$ cat src/rtl/kanagawa_fifo_drain.sv
// Show-ahead FIFO read adapter driving a registered valid/ready stream.
// Two-entry skid buffer; rdreq never depends on out_ready.
module kanagawa_fifo_drain #(
  parameter int WIDTH = 32
) (
  input  logic             clock,
  input  logic             rst,
  input  logic             fifo_empty,
  input  logic [WIDTH-1:0] fifo_q,
  output logic             fifo_rdreq,
  output logic             out_valid,
  input  logic             out_ready,
  output logic [WIDTH-1:0] out_data,
  output logic [1:0]       occupancy
);

  typedef enum logic [1:0] {
    CNT0 = 2'd0,
    CNT1 = 2'd1,
    CNT2 = 2'd2
  } cnt_e;

  cnt_e             cnt_q;
  cnt_e             cnt_d;
  logic [WIDTH-1:0] head_q;
  logic [WIDTH-1:0] head_d;
  logic [WIDTH-1:0] tail_q;
  logic [WIDTH-1:0] tail_d;
  logic             push;
  logic             pop;

  // rst gate keeps the pop request quiet while the buffer is held cleared
  assign push       = !rst && !fifo_empty && (cnt_q != CNT2);
  assign pop        = out_valid && out_ready;
  assign fifo_rdreq = push;
  assign out_valid  = (cnt_q != CNT0);
  assign out_data   = head_q;
  assign occupancy  = cnt_q;

  always_comb begin
    cnt_d  = cnt_q;
    head_d = head_q;
    tail_d = tail_q;
    case (cnt_q)
      CNT0: begin
        if (push) begin
          cnt_d  = CNT1;
          head_d = fifo_q;
        end
      end
      CNT1: begin
        unique case (1'b1)
          push && !pop: begin
            cnt_d  = CNT2;
            tail_d = fifo_q;
          end
          pop && !push: begin
            cnt_d = CNT0;
          end
          push && pop: begin
            head_d = fifo_q;
          end
          default: begin
            cnt_d = CNT1;
          end
        endcase
      end
      CNT2: begin
        if (pop) begin
          cnt_d  = CNT1;
          head_d = tail_q;
        end
      end
      default: begin
        cnt_d = CNT0;
      end
    endcase
  end

  always_ff @(posedge clock or posedge rst) begin
    if (rst) begin
      cnt_q  <= CNT0;
      head_q <= '0;
      tail_q <= '0;
    end else begin
      cnt_q  <= cnt_d;
      head_q <= head_d;
      tail_q <= tail_d;
    end
  end

endmodule

$ cat config.mk
export PLATFORM = sky130hd
export DESIGN_NAME = kanagawa_fifo_drain
export DESIGN_NICKNAME = d
export VERILOG_FILES = /design/src/rtl/kanagawa_fifo_drain.sv
export SDC_FILE = /design/constraint.sdc
export NUM_CORES = 1
export LEC_CHECK = 0
export CORE_MARGIN = 4
export CORE_UTILIZATION = 49
export DETAILED_ROUTE_END_ITERATION = 8
export PLACE_DENSITY_LB_ADDON = 0.1
export REMOVE_ABC_BUFFERS = 1
export SLEW_MARGIN = 30
export SYNTH_ARGS = -nofsm -noshare
export SYNTH_HDL_FRONTEND = slang
export SYNTH_SLANG_ARGS = --single-unit
$ cat constraint.sdc
create_clock -name clock -period 2.45 [get_ports clock]
set_input_delay 0.245 -clock clock [delete_from_list [all_inputs] [get_ports clock]]
set_output_delay 0.245 -clock clock [all_outputs]
set_load 0.01 [all_outputs]
Word-level counts from Yosys, hierarchy flattened
Index checks and enable logic that the tools add are counted.
Storage, ports and cells
  bits in registers: 66
  output and inout port bits: 36
  input bits: 36
  word-level logic and storage cells: 34
Operators by class
  mux-type cells: 8
  equal/unequal tests: 7
  reduce and logical (&&, ||, !) cells: 16
Operators with widths (number)
  2-to-1 mux 32 bit: 3
  case mux 32 bit (3 select lines): 1
  case mux 2 bit (3 select lines): 2
  != test 2 bit, second input constant: 5
  logical AND 1 bit: 6
  zero test 1 bit: 4
  2-to-1 mux 2 bit: 2
  AND reduction 4 bit: 1
  AND reduction 3 bit: 1
  nonzero test 3 bit: 1
  == test 2 x 1 -> 1 bit, second input constant: 1
  == test 2 bit, second input constant: 1
  zero test 2 bit: 1
  AND reduction 2 bit: 1
  nonzero test 2 bit: 1

Logic depth before layout (Yosys ltp)
Gate-level depths: netlist of run 1.
  depth in word-level cells: 7
  gate-level depth with buffers: 7
  mapped depth without buffers: 6

Worst setup path before layout of run 1
Ideal clock, no wire load.
  path kind: flip-flop to flip-flop
  start point: reg cnt_q[1] (netlist: occupancy[1])
  end point: reg head_q[0] (netlist: out_data[0])
  library setup time: 0.125 ns
  required time: 2.325 ns
  clock period less this slack: 2.198 ns
  data arrival time: 2.073 ns
  setup slack: 0.252 ns
  cell stages (with the launch flop): 8
  path buffers: 2
  path through: dfrtp_1 nor2b_1 buf_2 nor3_1 ha_1 a221o_2 buf_6 mux2_4
On the way
  word-level cells in the longest chain between the ends: 5
  elaborated cells on any way between the ends: 14
  classes of those cells: eq/ne: 6; mux: 1; reduce/logical: 7
Ends and longest elaborated chain
  from (decl): RTL line 23  | cnt_e cnt_q;
  from (signal assigned): RTL line 86  | cnt_q <= cnt_d;
  != test 2 bit (*): RTL line 33  | assign push = !rst && !fifo_empty && (cnt_q != CNT2);
  logical AND 1 bit (*): RTL line 33
  net fifo_rdreq: RTL line 10  | output logic fifo_rdreq,
  logical AND 1 bit: RTL line 60  | push && pop: begin
  != test 2 bit (no source line)
  AND reduction 4 bit (no source line) (*)
  to (signal assigned): RTL line 83  | head_q <= '0;
  to (signal assigned): RTL line 87  | head_q <= head_d;
  to (decl): RTL line 25  | logic [WIDTH-1:0] head_q;
The timed path passes the listed nets; every way through them passes the cells marked *.
A chain may end at the register's enable or synchronous reset.

Worst setup path after layout of run 1
  start point: reg cnt_q[1] (netlist: occupancy[1])
  end point: out fifo_rdreq
On the way
  word-level cells in the longest chain between the ends: 2
Ends and longest elaborated chain (RTL line)
  != test 2 bit: 33
  logical AND 1 bit: 33
  to (decl): 10
No other way between the ends.

==> reports/results.ini, run 1 <==
[outcome]
outcome=finished clean

[yosys]
syn_area_per_cell_sq_um=15.97
netlist.area_leader.share_pct=54.73
synth_top_area_cell=dfrtp_1
synth_area_leaders=dfrtp_1 (55%), mux2_1 (18%), mux2_4 (15%)
synth_area_sq_um=3018
synth_common_cells=dfrtp_1 (66), mux2_1 (47), mux2_4 (30)
seq_area_frac_synth_pct=54.73
synth_edf_count=0
ys_ff_latch=66
synthArstFlopShare_pct=100.0
yosys_warnings=0
synth_most_common_cell=dfrtp_1
syn_inst=189
yosysUniqueCellTypes=19
synthFlopType=dfrtp_1

[clocking]
cts-hold-fix-buffers=0
post_cts_resized=0
cts_buffers=9
insertion_delay_ps=320
post_cts_buffers=0
htree_levels=3
clk_pin_slew_worst_paths_ps=70
clock-sinks=66
tritoncts=yes
clock_path_buffers=2
cts_root_buffer=clkbuf_8

[power_and_ir_drop]
p_total_uw=4844
ir_drop_uv=617.1
p_leak_uw=0.001787
cellPowerDensity_nw_per_um2=1189

[detailed_routing]
via_count=1771
viasPerCell=5.104
drc=0
firstDrtPassIters=4
routed_wl_um=5671
wl_per_cell_um=16.34
initialDrtViolationCount=44
drtAntennaViolNets=0

[timing]
min_period_over_period_pct=85.30
setup_viol=0
hold_violations=0
relSlewSlack_pct=73.69
layout_min_cycle_time_ps=2090
finalMaxSlewViolations=0
worst_pin_slew_ps=391.0
rsz0062_at_grt=no
fin_skew_ps=6.462
clock.fmax_ghz=0.4785

[global_route]
antenna_found_initial=0
grt_overflow=0
grt_pass1_vias=1964
grt.total_usage_pct=17.21
grt_max_degree=33
grt_pass1_wl_um=9936

[worst_setup_path]
cp_max_fo=6
start_kind=flop
cp_data_arrival_time_ps=1840
worstReg2RegStart=occupancy[0]
crit_required_ps=2200
crit_start=occupancy[1]
path_class=flop to primary output
endpoint_kind=primary output

[die]
die_w_um=86.48
io_pins=72
core_area_sq_um=5956
rows=28
die-height_um=86.48
dieArea_sq_um=7479
start_util_pct=50.67

[cells_and_area]
fin_nets=307
postLayoutCellArea_sq_um=4074
syn_to_final_growth_pct=34.99
nFillCells=432
final_util_pct=68.40
diodes=0
drive_above_1_share_pct=26.47

[worst_hold_path]
hold_path_class=input port to async pin

[place]
gp_congestion=0.6863
place_hpwl_um=3964
place_area_sq_um=3867
port_buffers=71

[flow_run]
maxCapViolCount=0

[through the flow]
stage | setup TNS, ps | instances | worst slack (ps) | hold slack, ps
floorplan | -3399 | 179 | -83.13 | 334.1
global placement | 0 | 333 | 310.7 | 467.0
detailed placement | 0 | 333 | 213.8 | 477.3
CTS | 0 | 347 | 337.2 | 278.3
global route | 0 | 347 | 227.0 | 306.2
finish | 0 | 347 | 360.2 | 279.7
[final timing paths]
check | cells after the start | slack, ps | end
worst max register to register | 7 | 380 | out_data[22]
worst min register to register | 1 | 490 | tail_q[29]
max in group asynchronous | 3 | 1570 | out_data[14]
min in group clock | 1 | 490 | tail_q[29]
worst min-delay path | 2 | 280 | tail_q[1]
worst max-delay path | 3 | 360 | fifo_rdreq
[kinds of logic (layout without fill, tap and decap cells)]
logic type,after synthesis,in the layout,synth area share (%)
buffers and inverters,12,95,2.405
multiplexers,96,96,39.55
AO/OA/AOI/OAI,4,4,0.9119
flip-flops,66,66,54.73
AND/OR/NAND/NOR,9,9,1.576
adder cells (fa/ha/maj),2,2,0.8291
[layout by cell type, fill, tap and decap left out, types with 2 or more instances in the layout]
master | synthesis | final
buf_12 | 0 | 4
clkbuf_8 | 0 | 10
bufinv_16 | 0 | 2
mux2_1 | 47 | 47
ha_1 | 2 | 2
buf_4 | 0 | 4
clkdlybuf4s50_1 | 0 | 71
mux2_2 | 19 | 19
nand2_1 | 3 | 3
nor2b_1 | 2 | 2
dfrtp_1 | 66 | 66
mux2_4 | 30 | 30
[metal layers]
metal | wire (um) | GRT usage, % | up-vias
li1 | - | - | 831
met1 | 2647 | 22.75 | 886
met2 | 2635 | 26.84 | 45
met3 | 311 | 4.563 | 9
met4 | 76 | 7.224 | 0
met5 | 0 | 0 | -
[power by group]
group	leakage [uW]	internal (uW)	total (uW)	switching, uW
Combinational	0.000893	1290	1950	656
Sequential	0.000789	1640	1940	294
Clock	0.000105	588	959	371
[worst max-delay path, cell delays in order, from the launching register on]
cell and delay (ps):
dfrtp_1 430, nor2b_1 160, nor3_1 310, clkdlybuf4s50_1 620
[registers in the layout, indices dropped and copies added, names as in the netlist]
signal,count
out_data,32
occupancy,2
tail_q,32
[cell type report]
type / instances / area, sq um / area share, %
clock buffer: 11 / 141.4 / 3.471
clock inverter: 3 / 65.06 / 1.597
inverter: 2 / 7.507 / 0.1843
multi-input combinational: 111 / 1294 / 31.76
sequential: 66 / 1652 / 40.54
tap: 75 / 93.84 / 2.303
timing repair buffer: 79 / 820.8 / 20.15
Note: power is estimated with default switching activity, not from simulation.
==> run 2: changes to the inputs <==
- CORE_ASPECT_RATIO: not set -> 0.9
- GPL_TIMING_DRIVEN: not set -> 0
==> run 2 against run 1 <==
  * Total power down 0.84%
  * Via count rose by 3.3%
  * Clock power is 8.1% lower
  * Utilization grew 1.4 points
  * First-iteration DRC count grew 25%
  * Clock skew rose by 2.6 ps
  * Design area fell by 0.22%
  * Combinational power about the same
  * Highest routed layer unchanged
  * Sequential power hardly changed
  * Register-to-register slack lost 140 ps
==> reports/results.ini, run 2 (synthesis results as in run 1) <==
[clocking]
cts_buffers=9
insertion_delay_ps=340
clk_pin_slew_worst_paths_ps=70
htree_levels=3
cts_root_buffer=clkbuf_8
cts-hold-fix-buffers=0
post_cts_buffers=0
clock_path_buffers=2
clock-sinks=66
tritoncts=yes

[global_route]
grt_pass1_vias=1933
grt.total_usage_pct=17.44
grt_max_degree=47
grt_pass1_wl_um=9887
grt_overflow=0
antenna_found_initial=0

[worst_setup_path]
crit_chain=nor2b_4 -> nor3_1 -> ha_1 -> a221o_4 -> mux2_1
path_class=flop to flop
cpPeakStageDelay_ps=440
cp_max_fo=16
slowest_stage=dfrtp_1
cp_data_arrival_time_ps=2430
start_kind=flop
crit_required_ps=2670
endpoint_kind=flop

[cells_and_area]
drive_above_1_share_pct=26.39
layout_common_cells=clkdlybuf4s50_1 (71), dfrtp_1 (66), mux2_1 (47)
postLayoutCellArea_sq_um=4065
nFillCells=406
diodes=0
layout_commonest_cell=clkdlybuf4s50_1
fin_nets=303
syn_to_final_growth_pct=34.70

[die]
die_w_um=90.73
start_util_pct=51.83
io_pins=72
dieArea_sq_um=7480
rows=26
core_area_sq_um=5823
die-height_um=82.45

[power_and_ir_drop]
ir_drop_uv=540.9
cellPowerDensity_nw_per_um2=1182
seqPwrFrac_pct=40.5
p_sw_uw=1385
comb_power_share_pct=41.2
p_leak_uw=0.001777
swShare_pct=28.82
power.internal_uw=3419
p_clk_share_pct=18.3
p_total_uw=4804

[outcome]
outcome=finished clean

[flow_run]
maxCapViolCount=0

[detailed_routing]
routed_wl_um=6173
wl_per_cell_um=18.21
viasPerCell=5.398
drc=0
drtAntennaViolNets=0
firstDrtPassIters=4
via_count=1830
initialDrtViolationCount=55

[timing]
relSlewSlack_pct=46.36
fin_skew_ps=9.046
clock.fmax_ghz=0.4527
whs_ps=267.1
fin_ws_ps=240.9
finalMaxSlewViolations=0
rsz0062_at_grt=no
worst_pin_slew_ps=797.3
setup_viol=0
min_period_over_period_pct=90.17
hold_violations=0
layout_min_cycle_time_ps=2209

[place]
place_hpwl_um=4050
dpl_worst_slack_ps=-90.05
port_buffers=71
gp_congestion=0.7623
place_area_sq_um=3851

[worst_hold_path]
hold_path_class=input port to async pin

-- run 2: what timing repair did --
action / in CTS / in global routing
gates resized for setup: 1 / 2
cloned: 0 / 1
setup endpoints to repair: 32 / 32
-- run 2: final cells by class --
type | count | area, sq um | area share (%)
well taps | 70 | 87.58 | 2.155
multi-input cells | 112 | 1338 | 32.90
flip-flops and latches | 66 | 1652 | 40.63
clock buffers | 12 | 145.1 | 3.570
inverters | 2 | 10.01 | 0.2462
repair buffers | 74 | 793.3 | 19.51
clock inverters | 3 | 40.04 | 0.9849
-- run 2: layer usage --
layer | vias up | track usage, % | wire, um
met5 | - | 0 | 0
met4 | 0 | 5.963 | 74
met3 | 8 | 6.069 | 350
met2 | 50 | 30.64 | 3070
met1 | 948 | 20.21 | 2677
li1 | 824 | - | -
-- run 2: critical path: cells and delay by family (launching register included) --
kind | cells | cell delay [ps]
compound gates | 1 | 440
fa+ha+maj | 1 | 360
flops | 1 | 440
mux | 1 | 350
simple gates | 2 | 490
-- run 2: path summary, 6_finish.rpt --
path / slack (ps) / start / end / depth (start not counted)
max: 240 / occupancy[1] / out_data[22] / 5
min: 270 / rst / out_data[1] / 2
max reg2reg: 240 / occupancy[1] / out_data[22] / 5
min reg2reg: 490 / tail_q[10] / tail_q[10] / 1
max in group asynchronous: 1670 / rst / tail_q[27] / 3
min in group clock: 490 / tail_q[10] / tail_q[10] / 1
-- run 2: power groups by stage --
| stage | logic, uW | registers, uW | clock network (uW) |
|---|---|---|---|
| after CTS | 1990 | 1950 | 910 |
| final | 1980 | 1940 | 881 |
| after detailed placement | 1970 | 1960 | 0 |
| after global routing | 2120 | 2020 | 955 |
| after global placement | 1900 | 1920 | 0 |
| after floorplan | 977 | 2020 | 0 |
-- run 2: per-stage QoR --
step / TNS [ps] / std cells / util [%]
after floorplan: -3399 / 179 / -
after detailed placement: -1906 / 323 / 66.14
after global routing: 0 / 339 / 69.81
after CTS: 0 / 338 / 69.36
final: 0 / 339 / 69.81
after global placement: -73120 / 320 / 64.42
